<file path="src/rtl/seq_mult4_ctrl_pkg.sv">
// ----------------------------------------------------------------------------
// seq_mult4_ctrl_pkg
// Shared definitions for the 4x4 sequential shift-and-add multiplier
// sequencer: FSM state encoding, the last iteration index and a helper
// that gates the multiplicand with the current multiplier bit.
// ----------------------------------------------------------------------------
package seq_mult4_ctrl_pkg;

    // 2'd3 is never entered; the FSM treats it like IDLE so a corrupted
    // state register recovers to a sane condition.
    typedef enum logic [1:0] {
        ST_IDLE   = 2'd0,
        ST_RUN    = 2'd1,
        ST_DONE   = 2'd2,
        ST_UNUSED = 2'd3
    } state_t;

    // Iteration counter value on the final add/shift step.
    localparam logic [1:0] ITER_LAST = 2'd3;

    // Partial-product addend: the multiplicand when the current multiplier
    // LSB is set, zero otherwise.
    function automatic logic [3:0] gate_multiplicand(input logic [3:0] m,
                                                     input logic       q0);
        logic [3:0] result;
        if (q0) begin
            result = m;
        end else begin
            result = 4'h0;
        end
        return result;
    endfunction

endpackage

</file>
<file path="src/rtl/seq_mult4_ctrl_if.sv">
// ----------------------------------------------------------------------------
// seq_mult4_ctrl_if
// Start/Ready request handshake between a requesting unit and the
// multiplier sequencer.
//   Start   : request, accepted on a rising edge where Ready=1
//   A, B    : 4-bit multiplicand / multiplier, captured on the accepting edge
//   Ready   : sequencer idle
//   Busy    : iterations in progress
//   Done    : completion flag
//   Product : 8-bit registered result
// master = requesting unit, slave = sequencer.
// ----------------------------------------------------------------------------
interface seq_mult4_ctrl_if;

    logic       Start;
    logic [3:0] A;
    logic [3:0] B;
    logic       Ready;
    logic       Busy;
    logic       Done;
    logic [7:0] Product;

    modport master (
        output Start, A, B,
        input  Ready, Busy, Done, Product
    );

    modport slave (
        input  Start, A, B,
        output Ready, Busy, Done, Product
    );

endinterface

</file>
<file path="src/rtl/seq_mult4_ctrl_adder.sv">
// ----------------------------------------------------------------------------
// seq_mult4_ctrl_adder
// The shared 4-bit ripple-carry adder (Four_Bit_Adder datapath) that the
// sequencer time-shares across all multiply iterations.
//   a, b : 4-bit addends
//   cin  : carry-in (tied to 0 by the sequencer)
//   s    : 4-bit sum
//   c    : carry-out
// ----------------------------------------------------------------------------
module seq_mult4_ctrl_adder (
    input  logic [3:0] a,
    input  logic [3:0] b,
    input  logic       cin,
    output logic [3:0] s,
    output logic       c
);

    logic [4:0] carry_s;

    // Ripple chain of four full adders.
    always_comb begin
        carry_s    = 5'b0_0000;
        s          = 4'h0;
        carry_s[0] = cin;
        for (int i = 0; i < 4; i++) begin
            s[i]         = a[i] ^ b[i] ^ carry_s[i];
            carry_s[i+1] = (a[i] & b[i]) | (carry_s[i] & (a[i] ^ b[i]));
        end
        c = carry_s[4];
    end

endmodule

</file>
<file path="src/rtl/seq_mult4_ctrl.sv">
// ----------------------------------------------------------------------------
// seq_mult4_ctrl
// Sequencer for a 4x4 unsigned shift-and-add multiply. One accepted Start
// loads the operands, then four RUN cycles each add the gated multiplicand
// into the upper half of the {Phi,Q} partial product and shift right by one.
// The final shift lands in Product and the FSM spends one cycle in DONE.
//   Clk  : system clock, rising edge
//   Rst  : asynchronous active-high reset
//   bus  : slave side of the Start/Ready handshake (see seq_mult4_ctrl_if)
// Parameter DONE_STICKY: 0 = Done pulses for one cycle; 1 = Done holds from
// completion until the edge that accepts the next Start.
// ----------------------------------------------------------------------------
module seq_mult4_ctrl
    import seq_mult4_ctrl_pkg::*;
#(
    parameter bit DONE_STICKY = 1'b0
) (
    input  logic                Clk,
    input  logic                Rst,
    seq_mult4_ctrl_if.slave     bus
);

    state_t     state_r,   state_s;
    logic [3:0] m_r,       m_s;
    logic [3:0] q_r,       q_s;
    logic [3:0] phi_r,     phi_s;
    logic [1:0] cnt_r,     cnt_s;
    logic [7:0] product_r, product_s;
    logic       ready_r,   ready_s;
    logic       busy_r,    busy_s;
    logic       done_r,    done_s;

    logic [3:0] addend_s;
    logic [3:0] sum_s;
    logic       carry_s;

    assign addend_s = gate_multiplicand(m_r, q_r[0]);

    seq_mult4_ctrl_adder u_adder (
        .a   (phi_r),
        .b   (addend_s),
        .cin (1'b0),
        .s   (sum_s),
        .c   (carry_s)
    );

    // Next-state, datapath and output decode.
    always_comb begin
        state_s   = state_r;
        m_s       = m_r;
        q_s       = q_r;
        phi_s     = phi_r;
        cnt_s     = cnt_r;
        product_s = product_r;

        case (state_r)
            ST_RUN: begin
                // Carry-out becomes the new MSB, so nothing is ever lost.
                {phi_s, q_s} = {carry_s, sum_s, q_r[3:1]};
                cnt_s        = cnt_r + 2'd1;
                if (cnt_r == ITER_LAST) begin
                    product_s = {carry_s, sum_s, q_r[3:1]};
                    state_s   = ST_DONE;
                end else begin
                    state_s   = ST_RUN;
                end
            end
            ST_DONE: begin
                state_s = ST_IDLE;
            end
            default: begin
                // ST_IDLE, and the unused encoding which behaves as IDLE.
                if (bus.Start) begin
                    state_s = ST_RUN;
                    m_s     = bus.A;
                    q_s     = bus.B;
                    phi_s   = 4'h0;
                    cnt_s   = 2'd0;
                end else begin
                    state_s = ST_IDLE;
                end
            end
        endcase

        // Outputs are registered from the next state so they line up with
        // the state they describe.
        ready_s = (state_s == ST_IDLE);
        busy_s  = (state_s == ST_RUN);
        if (state_s == ST_DONE) begin
            done_s = 1'b1;
        end else if (DONE_STICKY && (state_s == ST_IDLE)) begin
            done_s = done_r;
        end else begin
            done_s = 1'b0;
        end
    end

    // State, datapath and output registers.
    always_ff @(posedge Clk or posedge Rst) begin
        if (Rst) begin
            state_r   <= ST_IDLE;
            m_r       <= 4'h0;
            q_r       <= 4'h0;
            phi_r     <= 4'h0;
            cnt_r     <= 2'd0;
            product_r <= 8'h00;
            ready_r   <= 1'b1;
            busy_r    <= 1'b0;
            done_r    <= 1'b0;
        end else begin
            state_r   <= state_s;
            m_r       <= m_s;
            q_r       <= q_s;
            phi_r     <= phi_s;
            cnt_r     <= cnt_s;
            product_r <= product_s;
            ready_r   <= ready_s;
            busy_r    <= busy_s;
            done_r    <= done_s;
        end
    end

    assign bus.Ready   = ready_r;
    assign bus.Busy    = busy_r;
    assign bus.Done    = done_r;
    assign bus.Product = product_r;

endmodule

</file>
<file path="src/flat_wrapper.sv">
// flat-port wrapper written by rule: the top's interface ports become plain ports
module seq_mult4_ctrl_flat import seq_mult4_ctrl_pkg::*;
#(
    parameter bit DONE_STICKY = 1'b0
)
  (Clk, Rst, bus_Start, bus_A, bus_B, bus_Ready, bus_Busy, bus_Done, bus_Product);
  seq_mult4_ctrl_if bus_i ();
  input  logic Clk;
  input  logic Rst;
  input wire logic [$bits(bus_i.Start)-1:0] bus_Start;
  input wire logic [$bits(bus_i.A)-1:0] bus_A;
  input wire logic [$bits(bus_i.B)-1:0] bus_B;
  output wire logic [$bits(bus_i.Ready)-1:0] bus_Ready;
  output wire logic [$bits(bus_i.Busy)-1:0] bus_Busy;
  output wire logic [$bits(bus_i.Done)-1:0] bus_Done;
  output wire logic [$bits(bus_i.Product)-1:0] bus_Product;
  assign bus_i.Start = bus_Start;
  assign bus_i.A = bus_A;
  assign bus_i.B = bus_B;
  assign bus_Ready = bus_i.Ready;
  assign bus_Busy = bus_i.Busy;
  assign bus_Done = bus_i.Done;
  assign bus_Product = bus_i.Product;
  seq_mult4_ctrl #(.DONE_STICKY(DONE_STICKY)) u_core (.Clk(Clk), .Rst(Rst), .bus(bus_i));
endmodule
</file>
<file path="config.mk">
export PLATFORM = sky130hd
export DESIGN_NAME = seq_mult4_ctrl_flat
export DESIGN_NICKNAME = d
export VERILOG_FILES = /design/src/rtl/seq_mult4_ctrl_pkg.sv /design/src/rtl/seq_mult4_ctrl_if.sv /design/src/rtl/seq_mult4_ctrl_adder.sv /design/src/rtl/seq_mult4_ctrl.sv /design/src/flat_wrapper.sv
export SDC_FILE = /design/constraint.sdc
export NUM_CORES = 1
export LEC_CHECK = 0
export CORE_MARGIN = 2
export CORE_UTILIZATION = 50
export DETAILED_ROUTE_END_ITERATION = 6
export DONT_BUFFER_PORTS = 1
export PLACE_DENSITY = 0.64
export REMOVE_ABC_BUFFERS = 1
export SYNTH_ARGS = -nofsm -noshare
export SYNTH_HDL_FRONTEND = slang
export SYNTH_SLANG_ARGS = --single-unit
</file>
<file path="constraint.sdc">
create_clock -name Clk -period 5.5 [get_ports Clk]
set_clock_uncertainty 0.1 [all_clocks]
set_input_delay 0.275 -clock Clk [delete_from_list [all_inputs] [get_ports Clk]]
set_output_delay 0.275 -clock Clk [all_outputs]
set_load 0.01 [all_outputs]
</file>
Word-level counts from Yosys, hierarchy flattened
Cells that the tools add are included.
W data, S select, Z words.
{"block": "totals", "ramBits": 0, "rom_bits": 0, "latch_bits": 0, "output_inout_bits": 11, "n_memories": 0, "register_bits": 27, "word_cells": 51, "input_bits": 11}
{"block": "classes", "n_reduce_logical": 6, "shift": 0, "div_mod_pow": 0, "n_mux": 11, "bitwise_logic": 19, "n_eq_ne": 5, "n_mul": 0, "order_cmp": 0, "addsub": 1}
{"op": "$pmux W4 S2", "count": 2}
{"op": "$mux W4", "count": 3}
{"op": "$pmux W2 S2", "count": 2}
{"op": "$and A1 B1 Y1", "count": 7}
{"op": "$xor A1 B1 Y1", "count": 7}
{"op": "$eq A2 B2 Y1 const B", "count": 3}
{"op": "$reduce_and A2 Y1", "count": 3}
{"op": "$eq A2 B1 Y1 const B", "count": 2}
{"op": "$mux W2", "count": 2}
{"op": "$or A1 B1 Y1", "count": 3}
{"op": "$add A2 B1 Y2 const B", "count": 1}
{"op": "$logic_not A2 Y1", "count": 1}
{"op": "$mux W1", "count": 2}
{"op": "$not A1 Y1", "count": 2}
{"op": "$reduce_bool A2 Y1", "count": 1}
{"op": "$reduce_or A2 Y1", "count": 1}

Longest topological paths before layout
Gate-level depths: netlist (run 1).
{"block": "logic_depth", "ltp_word": 9, "ltp_mapped": 7, "depth_no_buf": 7}

Modules after synthesis
A second synthesis (run 1) with hierarchy kept.
{"block": "hier_totals", "cells_unflattened": 102, "area_unflattened_um2": 1275.0}
{"module": "seq_mult4_ctrl", "area_each_um2": 1157.4, "seq_area_each_um2": 676.9, "cells_per_inst": 88, "n_inst": 1}
{"module": "seq_mult4_ctrl_adder", "area_each_um2": 117.6, "seq_area_each_um2": 0.0, "cells_per_inst": 14, "n_inst": 1}

Least setup slack after synthesis (run 1)
OpenSTA, ideal clock, no wires.
{"block": "synth_path", "path_type": "register -> register", "startpoint": "register u_core.q_r[0]", "endpoint": "register u_core.product_r[6], in the netlist u_core.bus.Product[6]", "setup_time_ns": 0.122, "synth_period_minus_slack_ns": 2.181, "n_path_buf": 0, "path_slack_ns": 3.319, "arrival_ns": 1.959, "path_stages_with_launch": 8, "required_ns": 5.278, "path_cell_list": "dfrtp_1 -> and2_1 -> ha_1 -> inv_1 -> fa_1 -> fa_1 -> fa_1 -> a21oi_1"}
{"block": "synth_between", "elab_chain_len": 7, "elab_cells_between_ends": 12, "cone_classes": "mux (1); bitwise (11)"}
{"item": "from (decl)", "line": "seq_mult4_ctrl.sv:25", "rtl": "logic [3:0] q_r, q_s;"}
{"item": "from (signal assigned)", "line": "seq_mult4_ctrl.sv:113", "rtl": "q_r <= q_s;"}
{"item": "$mux W4 *", "line": "seq_mult4_ctrl_pkg.sv:26", "rtl": "if (q0) begin"}
{"item": "$and A1 B1 Y1 or $xor A1 B1 Y1 (tied branches)", "line": "seq_mult4_ctrl_adder.sv:27", "rtl": "carry_s[i+1] = (a[i] & b[i]) | (carry_s[i] & (a[i] ^ b[i]));"}
{"item": "$and A1 B1 Y1", "line": "seq_mult4_ctrl_adder.sv:27"}
{"item": "$or A1 B1 Y1", "line": "seq_mult4_ctrl_adder.sv:27"}
{"item": "$and A1 B1 Y1", "line": "seq_mult4_ctrl_adder.sv:27"}
{"item": "$or A1 B1 Y1", "line": "seq_mult4_ctrl_adder.sv:27"}
{"item": "$xor A1 B1 Y1 *", "line": "seq_mult4_ctrl_adder.sv:26", "rtl": "s[i] = a[i] ^ b[i] ^ carry_s[i];"}
{"item": "to (signal assigned)", "line": "seq_mult4_ctrl.sv:116", "rtl": "product_r <= product_s;"}
{"item": "to (decl)", "line": "seq_mult4_ctrl.sv:28", "rtl": "logic [7:0] product_r, product_s;"}
Every way passes the cells marked *; elsewhere a longest branch is shown, timed or not.
A chain may end at the register's enable or synchronous reset.

Worst setup path after layout (run 1)
Ends and elaborated chain as after synthesis.

==> results of run 1 <==
-- synthesized netlist by cell type (all sizes together) --
cell / instances
dfrtp: 26
inv: 16
mux2: 8
nand2: 5
nor3b: 5
o2bb2ai: 5
a21oi: 4
a221oi: 4
ha: 4
nand2b: 4
nor2: 4
fa: 3
mux2i: 3
buf: 2
a21boi: 1
a21o: 1
and2: 1
and2b: 1
dfstp: 1
o21ai: 1
o21bai: 1
-- power groups by stage --
| stage | clock, mW | combinational (mW) | sequential (mW) |
|---|---|---|---|
| 3_5_place_dp | 0 | 0.258 | 0.359 |
| 5_1_grt | 0.0957 | 0.297 | 0.367 |
| 4_1_cts | 0.0883 | 0.263 | 0.355 |
| 3_3_place_gp | 0 | 0.250 | 0.357 |
| 6_report | 0.0875 | 0.257 | 0.353 |
| 2_1_floorplan | 0 | 0.210 | 0.345 |
-- final timing paths --
check,start,end,depth (start not counted)
worst min register to register,u_core.phi_r[1]$_DFFE_PP0P_,u_core.phi_r[1]$_DFFE_PP0P_,1
max in group asynchronous,Rst,u_core.bus.Product[3]$_DFFE_PP0P_,2
worst max register to register,u_core.q_r[0]$_DFFE_PP0P_,u_core.bus.Product[6]$_DFFE_PP0P_,7
min in group asynchronous,Rst,u_core.bus.Product[4]$_DFFE_PP0P_,2
worst min-delay path,bus_B[3],u_core.q_r[3]$_DFFE_PP0P_,2
worst max-delay path,u_core.q_r[0]$_DFFE_PP0P_,u_core.bus.Product[6]$_DFFE_PP0P_,7
-- cells by family after synthesis --
logic type / share of synthesized area
AOI/OAI and AO/OA: 0.106
adders and majority gates: 0.0901
buffers and inverters: 0.0573
DFF: 0.554
muxes: 0.0983
and+or+nand+nor: 0.0942
-- per-layer routing --
metal  vias up  global-route usage
met5         -                   0
met4         0              0.0769
met3         4              0.0311
met2        16               0.259
met1       361               0.236
li1        353                   -
-- placed cells by master, fill, tap and decap left out, drive strengths merged, types with 4 or more instances in the layout --
cell type,instances
a21oi,4
a221oi,4
dfrtp,26
dlygate4sd3,6
ha,4
inv,16
mux2,8
nand2,5
nand2b,4
nor2,4
nor3b,5
o2bb2ai,5
-- metrics by stage --
step                power [mW]  setup WS (ns)  utilization
floorplan                0.554           3.32            -
global placement         0.607           3.29        0.553
detailed placement       0.618           3.26        0.553
CTS                      0.706           3.21        0.592
global route             0.760           3.07        0.592
finish                   0.697           3.21        0.592
-- area by class of cell --
type                    instances  area share
clock buffers                   3      0.0169
inverters                      16      0.0450
repair buffers                  6      0.0450
flip-flops and latches         27       0.507
multi-input cells              55       0.356
clock inverters                 1     0.00375
well taps                      28      0.0262
-- worst max-delay path, cell delays in order (launching register included) --
cell and delay [ns]:
dfrtp_1 0.42, and2_1 0.14, ha_1 0.13, inv_1 0.05
fa_1 0.37, fa_1 0.38, fa_1 0.52, a21oi_1 0.07
-- sequential cells by signal (all words and copies together), names as in the netlist --
signal              flops
u_core.bus.Busy         1
u_core.bus.Done         1
u_core.bus.Product      8
u_core.bus.Ready        1
u_core.cnt_r            2
u_core.m_r              4
u_core.phi_r            4
u_core.q_r              4
u_core.state_r          2
==> reports/qor.yml, run 1 <==
status:
  status: "completed"
clock_tree:
  cts_hold_buffers: 6
  htreeDepth: 1
  cts_setup_buffers: 0
  clockBufferDepth: 2
  numCtsBuffers: 3
  cts-resized-gates: 0
  cts_root_buf: "clkbuf_4"
  cts_sinks: 27
  clock_insertion_delay_worst_skew_ns: 0.33
  clk_pin_slew_ns: 0.15
  cts_tree: "yes"
global_route:
  antenna_found_initial: 0
  grt_pass1_wl_um: 3400
  grt_overflow_total: 0
  track_usage: 0.171
  grt_pass1_vias: 741
  grt_max_degree: 28
setup_path:
  cp.required_ns: 5.62
  rrSetupSlack_ns: 3.21
  arrival_ns: 2.41
  crit_fanout: 5
  worstSetupPathType: "register to register"
  cp-start-kind: "register"
  cp-end-kind: "register"
synth:
  synth_top_area_cell: "dfrtp_1"
  netlist_area_um2: 1220
  ys_seq_area_frac: 0.554
  ys_seq_elements: 27
  syn_inst: 100
  syn_area_per_cell_um2: 12.2
  ys_warn_count: 0
  synthDistinctLibCells: 23
  synth_top_cell_area_share: 0.532
  ys_top_cells_by_area: "dfrtp_1 (53%), mux2_2 (7.4%), fa_1 (4.9%)"
final_layout:
  instances_no_fill: 136
  multi_input_area_um2: 475
  drive_gt1_frac: 0.148
  design_area_um2: 1340
  diodes: 0
  fillCellCount: 191
  area_growth_pct: 9.21
  nets: 127
  seqCellArea_um2: 677
placement:
  dp_cells: 126
  gp_congestion: 0.753
  dp_hpwl_um: 1420
  port_buffers: 0
  placed_area_um2: 1250
routing:
  dr_wl_met2_um: 929
  vias: 734
  highest_layer: "met4"
  postRouteAntennaNets: 0
  wl_um: 2010
  wl_met1_um: 951
  vias_per_cell: 5.40
  met3_length_um: 104
  wire_per_inst_um: 14.8
  drt-initial-drc-count: 11
  first_pass_iters: 2
  drc: 0
timing:
  tns_ns: 0
  hold_viol: 0
  slew_violations: 0
  fin_crit_sh: 0.416
  whs_ns: 0.0306
  rsz0062_at_grt: "no"
  slew_headroom: 0.338
  tightest_slew_ns: 0.992
  setup_viol: 0
  fin_crit_ns: 2.29
  fmax_mhz: 437
pwr:
  p_switching_uw: 259
  internal_power_uw: 439
  pwr_density_cell_nw_per_um2: 522
  p_seq_frac: 0.506
  comb_power_share: 0.369
  power.share.clock: 0.125
  p_leak_nw: 0.628
  switching_share: 0.371
  vdd_drop_max_mv: 0.278
run:
  maxCapViolations: 0
die:
  die_width_um: 53.4
  core-area_um2: 2250
  dieHeight_um: 53.4
  initial_core_util: 0.542
  rows: 17
  die_area_um2: 2860
  io_pins: 22
worst_hold_path:
  worstHoldPathType: "input pin to register"
(Power assumes the default switching activity.)
==> run 2, diff against run 1 <==
Settings changed: PLACE_DENSITY 0.64 to 0.67.
Clock period 5.5 ns to 2 ns, I/O delays scaled along.
==> reports/qor.yml, run 2 (synthesis results as in run 1) <==
placement:
  dp_hpwl_um: 1450
  placed_area_um2: 1270
  port_buffers: 0
  dp_cells: 129
  gp_congestion: 0.766
final_layout:
  final_cell_mix: "dfrtp_1 (26), inv_1 (16), dlygate4sd3_1 (10)"
  diodes: 0
  largest_reg_flops: 8
  layout_commonest_cell: "dfrtp_1"
  instances_no_fill: 143
  drive_gt1_frac: 0.183
  nets: 134
  area_growth_pct: 15.1
  design_area_um2: 1410
routing:
  drt-initial-drc-count: 5
  drc: 0
  wire_per_inst_um: 15.6
  vias: 790
  vias_per_cell: 5.52
  wl_um: 2230
  postRouteAntennaNets: 0
  first_pass_iters: 4
die:
  die_width_um: 53.4
  io_pins: 22
  initial_core_util: 0.542
  die_area_um2: 2860
  dieHeight_um: 53.4
  core-area_um2: 2250
  rows: 17
clock_tree:
  cts_sinks: 27
  clk_pin_slew_ns: 0.14
  clock_insertion_delay_worst_skew_ns: 0.32
  htreeDepth: 1
  clockBufferDepth: 2
  cts_tree: "yes"
  numCtsBuffers: 3
  cts_root_buf: "clkbuf_4"
setup_path:
  rr_worst_depth: 7
  crit_fanout: 2
  cp-start-kind: "register"
  cp.required_ns: 2.12
  arrival_ns: 2.26
  cp-end-kind: "register"
  crit_start: "u_core.q_r[0]$_DFFE_PP0P_"
  reg2reg_from: "u_core.q_r[0]$_DFFE_PP0P_"
  worstSetupPathType: "register to register"
pwr:
  vdd_drop_max_mv: 0.702
  p_leak_nw: 0.659
  pwr_density_cell_nw_per_um2: 1400
timing:
  fin_crit_ns: 2.14
  fmax_mhz: 467
  rsz0062_at_grt: "yes"
  fin_crit_sh: 1.07
  tightest_slew_ns: 0.524
  worst_slack_ns: -0.141
  slew_headroom: 0.650
  tns_ns: -0.421
  hold_viol: 0
  setup_viol: 4
  slew_violations: 0
global_route:
  antenna_found_initial: 0
  grt_overflow_total: 0
  grt_pass1_vias: 775
  track_usage: 0.194
  grt_pass1_wl_um: 3830
  grt_max_degree: 28
status:
  violations: "negative setup slack"
  status: "finished, violations left"
worst_hold_path:
  worstHoldPathType: "input pin to async pin"
run:
  maxCapViolations: 0
==> run 2: changes by cell type in the layout (fill, tap and decap cells not counted) <==
cell           change
fa_1               -2
o2bb2ai_1          -1
dlygate4sd3_1      +4
buf_4              +3
clkbuf_1           +1
clkinv_2           -1
fa_2               +2
o2bb2ai_2          +1
==> run 2: path summary, 6_finish.rpt <==
path | endpoint | slack (ns)
worst max-delay path | u_core.bus.Product[6]$_DFFE_PP0P_ | -0.14
max in group asynchronous | u_core.bus.Ready$_DFF_PP1_ | 1.34
worst min register to register | u_core.phi_r[1]$_DFFE_PP0P_ | 0.42
worst min-delay path | u_core.m_r[1]$_DFFE_PP0P_ | 0.15
min in group Clk | u_core.m_r[1]$_DFFE_PP0P_ | 0.35
worst max register to register | u_core.bus.Product[6]$_DFFE_PP0P_ | -0.14
==> run 2: worst max-delay path, cell delays in order, from the launching register on <==
cell,delay (ns)
dfrtp_1,0.36
and2_1,0.13
ha_1,0.14
inv_1,0.05
fa_2,0.33
fa_2,0.35
fa_1,0.51
a21oi_1,0.07
==> run 2: metrics by stage <==
| stage | util | setup slack, ns | power [mW] | hold slack (ns) |
|---|---|---|---|---|
| global route | 0.624 | -0.201 | 2.15 | 0.195 |
| CTS | 0.622 | -0.129 | 1.98 | 0.161 |
| global placement | 0.563 | -0.148 | 1.68 | -0.0319 |
| detailed placement | 0.563 | -0.216 | 1.72 | -0.0246 |
| finish | 0.624 | -0.141 | 1.97 | 0.154 |
| floorplan | - | -0.181 | 1.52 | 0.0520 |
==> run 2: report_power, final <==
| group | switching, mW | internal [mW] |
|---|---|---|
| combinational | 0.403 | 0.373 |
| sequential | 0.176 | 0.787 |
| clock | 0.157 | 0.0781 |
| total | 0.737 | 1.24 |
==> run 2: per-layer routing <==
metal,routed length [um],GRT usage
met5,0,0
met4,75,0.115
met3,74,0.0367
met1,1010,0.269
met2,1070,0.280
==> run 2: what timing repair did <==
| item | CTS | global route |
|---|---|---|
| hold endpoints to repair | 39 | 0 |
| gates resized for setup | 2 | 1 |
| endpoints found under the setup margin | 4 | 4 |
| buffers inserted | 0 | 0 |
| hold buffers | 10 | 0 |
==> run 2: layout make-up <==
| type | instances | area, um^2 |
|---|---|---|
| fillers | 201 | 847 |
| flip-flops and latches | 27 | 677 |
| multi-input cells | 55 | 487 |
| repair buffers | 13 | 123 |
| inverters | 16 | 60.1 |
| well taps | 28 | 35.0 |
| clock buffers | 4 | 26.3 |
==> run 3, diff against run 2 <==
Settings changed: PLACE_DENSITY 0.67 to 0.64, REMOVE_ABC_BUFFERS 1 to not set.
Clock period 2 ns to 2.3 ns, I/O delays scaled along.
==> reports/qor.yml, run 3 (synthesis results as in run 1) <==
status:
  status: "completed"
clock_tree:
  clockBufferDepth: 2
  numCtsBuffers: 3
  cts_root_buf: "clkbuf_4"
  cts_tree: "yes"
  cts_sinks: 27
  cts-resized-gates: 0
  htreeDepth: 1
  cts_setup_buffers: 0
  clk_pin_slew_ns: 0.14
  clock_insertion_delay_worst_skew_ns: 0.32
placement:
  placed_area_um2: 1260
  gp_congestion: 0.777
  port_buffers: 0
  dp_hpwl_um: 1520
timing:
  fmax_mhz: 457
  fin_crit_sh: 0.952
  fin_crit_ns: 2.19
  rsz0062_at_grt: "yes"
  hold_viol: 0
  tightest_slew_ns: 0.464
  tns_ns: 0
  setup_viol: 0
  slew_violations: 0
  slew_headroom: 0.691
final_layout:
  largest_reg_flops: 8
  fin_util: 0.616
  area_growth_pct: 13.6
  nets: 133
  final_cell_mix: "dfrtp_1 (26), inv_1 (16), dlygate4sd3_1 (10)"
  drive_gt1_frac: 0.149
  diodes: 0
  layout_commonest_cell: "dfrtp_1"
  design_area_um2: 1390
setup_path:
  critPathTopFamily: "adder cells"
  crit_fanout: 2
  r2r-end: "u_core.bus.Product[6]$_DFFE_PP0P_"
  cp_slowest_cell: "fa_1"
  rrSetupSlack_ns: 0.11
  reg2reg_from: "u_core.q_r[0]$_DFFE_PP0P_"
  rr_worst_depth: 7
  crit_chain: "and2_1, ha_1, inv_1, fa_1, fa_1, fa_1, a21oi_1"
  cp-start-kind: "register"
  crit_top_cell: "fa_1"
  worstSetupPathType: "register to register"
  arrival_ns: 2.32
  cp.required_ns: 2.43
  critical_path_depth: 7
  path_buf_inv: 1
  cp-end-kind: "register"
  slowest_delay_ns: 0.51
routing:
  drt-initial-drc-count: 11
  vias: 753
  wire_per_inst_um: 15.4
  wl_met1_um: 1060
  dr_wl_met2_um: 1060
  postRouteAntennaNets: 0
  drc: 0
  met3_length_um: 57
  wl_um: 2190
  vias_per_cell: 5.30
  first_pass_iters: 4
  highest_layer: "met4"
worst_hold_path:
  worstHoldPathType: "input pin to register"
  min_delay_path_depth: 2
  holdPathEnd: "u_core.phi_r[2]$_DFFE_PP0P_"
  hp-start: "bus_Start"
die:
  core-area_um2: 2250
  die_area_um2: 2860
  die_width_um: 53.4
  io_pins: 22
  rows: 17
  dieHeight_um: 53.4
  initial_core_util: 0.542
pwr:
  p_seq_frac: 0.496
  p_switching_uw: 631
  internal_power_mw: 1.07
  vdd_drop_max_mv: 0.576
  pwr_density_cell_nw_per_um2: 1220
  switching_share: 0.371
  p_leak_nw: 0.651
  comb_power_share: 0.384
  power.share.clock: 0.120
  total_power_mw: 1.70
run:
  maxCapViolations: 0
global_route:
  grt_pass1_wl_um: 3500
  grt_overflow_total: 0
  grt_max_degree: 28
  antenna_found_initial: 0
  track_usage: 0.175
  grt_pass1_vias: 722
synth:
  synth_nets: 118
[run 3: cell count changes in the layout (fill, tap and decap cells not counted), sizes merged]
cell	delta
buf	-1
[run 3: worst max path at each step]
stage / slack [ns] / endpoint / startpoint
2_1_floorplan: 0.12 / u_core.bus.Product[6]$_DFFE_PP0P_ / u_core.q_r[0]$_DFFE_PP0P_
5_1_grt: -0.01 / u_core.phi_r[2]$_DFFE_PP0P_ / u_core.q_r[0]$_DFFE_PP0P_
4_1_cts: 0.09 / u_core.bus.Product[6]$_DFFE_PP0P_ / u_core.q_r[0]$_DFFE_PP0P_
3_5_place_dp: 0.11 / u_core.phi_r[2]$_DFFE_PP0P_ / u_core.q_r[0]$_DFFE_PP0P_
6_report: 0.11 / u_core.bus.Product[6]$_DFFE_PP0P_ / u_core.q_r[0]$_DFFE_PP0P_
3_3_place_gp: 0.15 / u_core.bus.Product[6]$_DFFE_PP0P_ / u_core.q_r[0]$_DFFE_PP0P_
[run 3: per-layer routing]
| metal | vias to the layer above | track usage |
|---|---|---|
| met4 | 0 | 0.0641 |
| met1 | 381 | 0.260 |
| met5 | - | 0 |
| met3 | 2 | 0.0254 |
| met2 | 10 | 0.257 |
| li1 | 360 | - |
[run 3: metrics by stage]
step | setup WS [ns] | hold WS [ns] | instances
2_1_floorplan | 0.119 | 0.0670 | 100
4_1_cts | 0.0908 | 0.0202 | 142
3_5_place_dp | 0.105 | -0.0111 | 128
6_report | 0.110 | 0.0163 | 142
5_1_grt | -0.0110 | 0.0118 | 142
3_3_place_gp | 0.154 | -0.0184 | 128
[run 3: area by class of cell]
cell class,count,area (um^2)
multi-input cells,55,475
inverters,16,60.1
clock buffers,4,26.3
flip-flops and latches,27,677
repair buffers,12,115
fillers,193,866
well taps,28,35.0
[run 3: timing repair]
item | CTS | global route
setup endpoints to repair | 0 | 2
hold buffers | 10 | 0
endpoints found under the hold margin | 36 | 0
[run 3: worst reg2reg max path: cells and delay by family (launching register included)]
kind / cells / cell delay, ns
and+or+nand+nor: 1 / 0.12
AOI/OAI and AO/OA: 1 / 0.06
DFF: 1 / 0.36
adders and majority gates: 4 / 1.40
buffers and inverters: 1 / 0.05
[run 3: power by group through the flow]
stage | combinational [mW] | sequential (mW) | clock, mW
3_3_place_gp | 0.617 | 0.848 | 0
3_5_place_dp | 0.651 | 0.857 | 0
6_report | 0.653 | 0.842 | 0.203
2_1_floorplan | 0.508 | 0.824 | 0
4_1_cts | 0.665 | 0.847 | 0.207
5_1_grt | 0.747 | 0.872 | 0.233
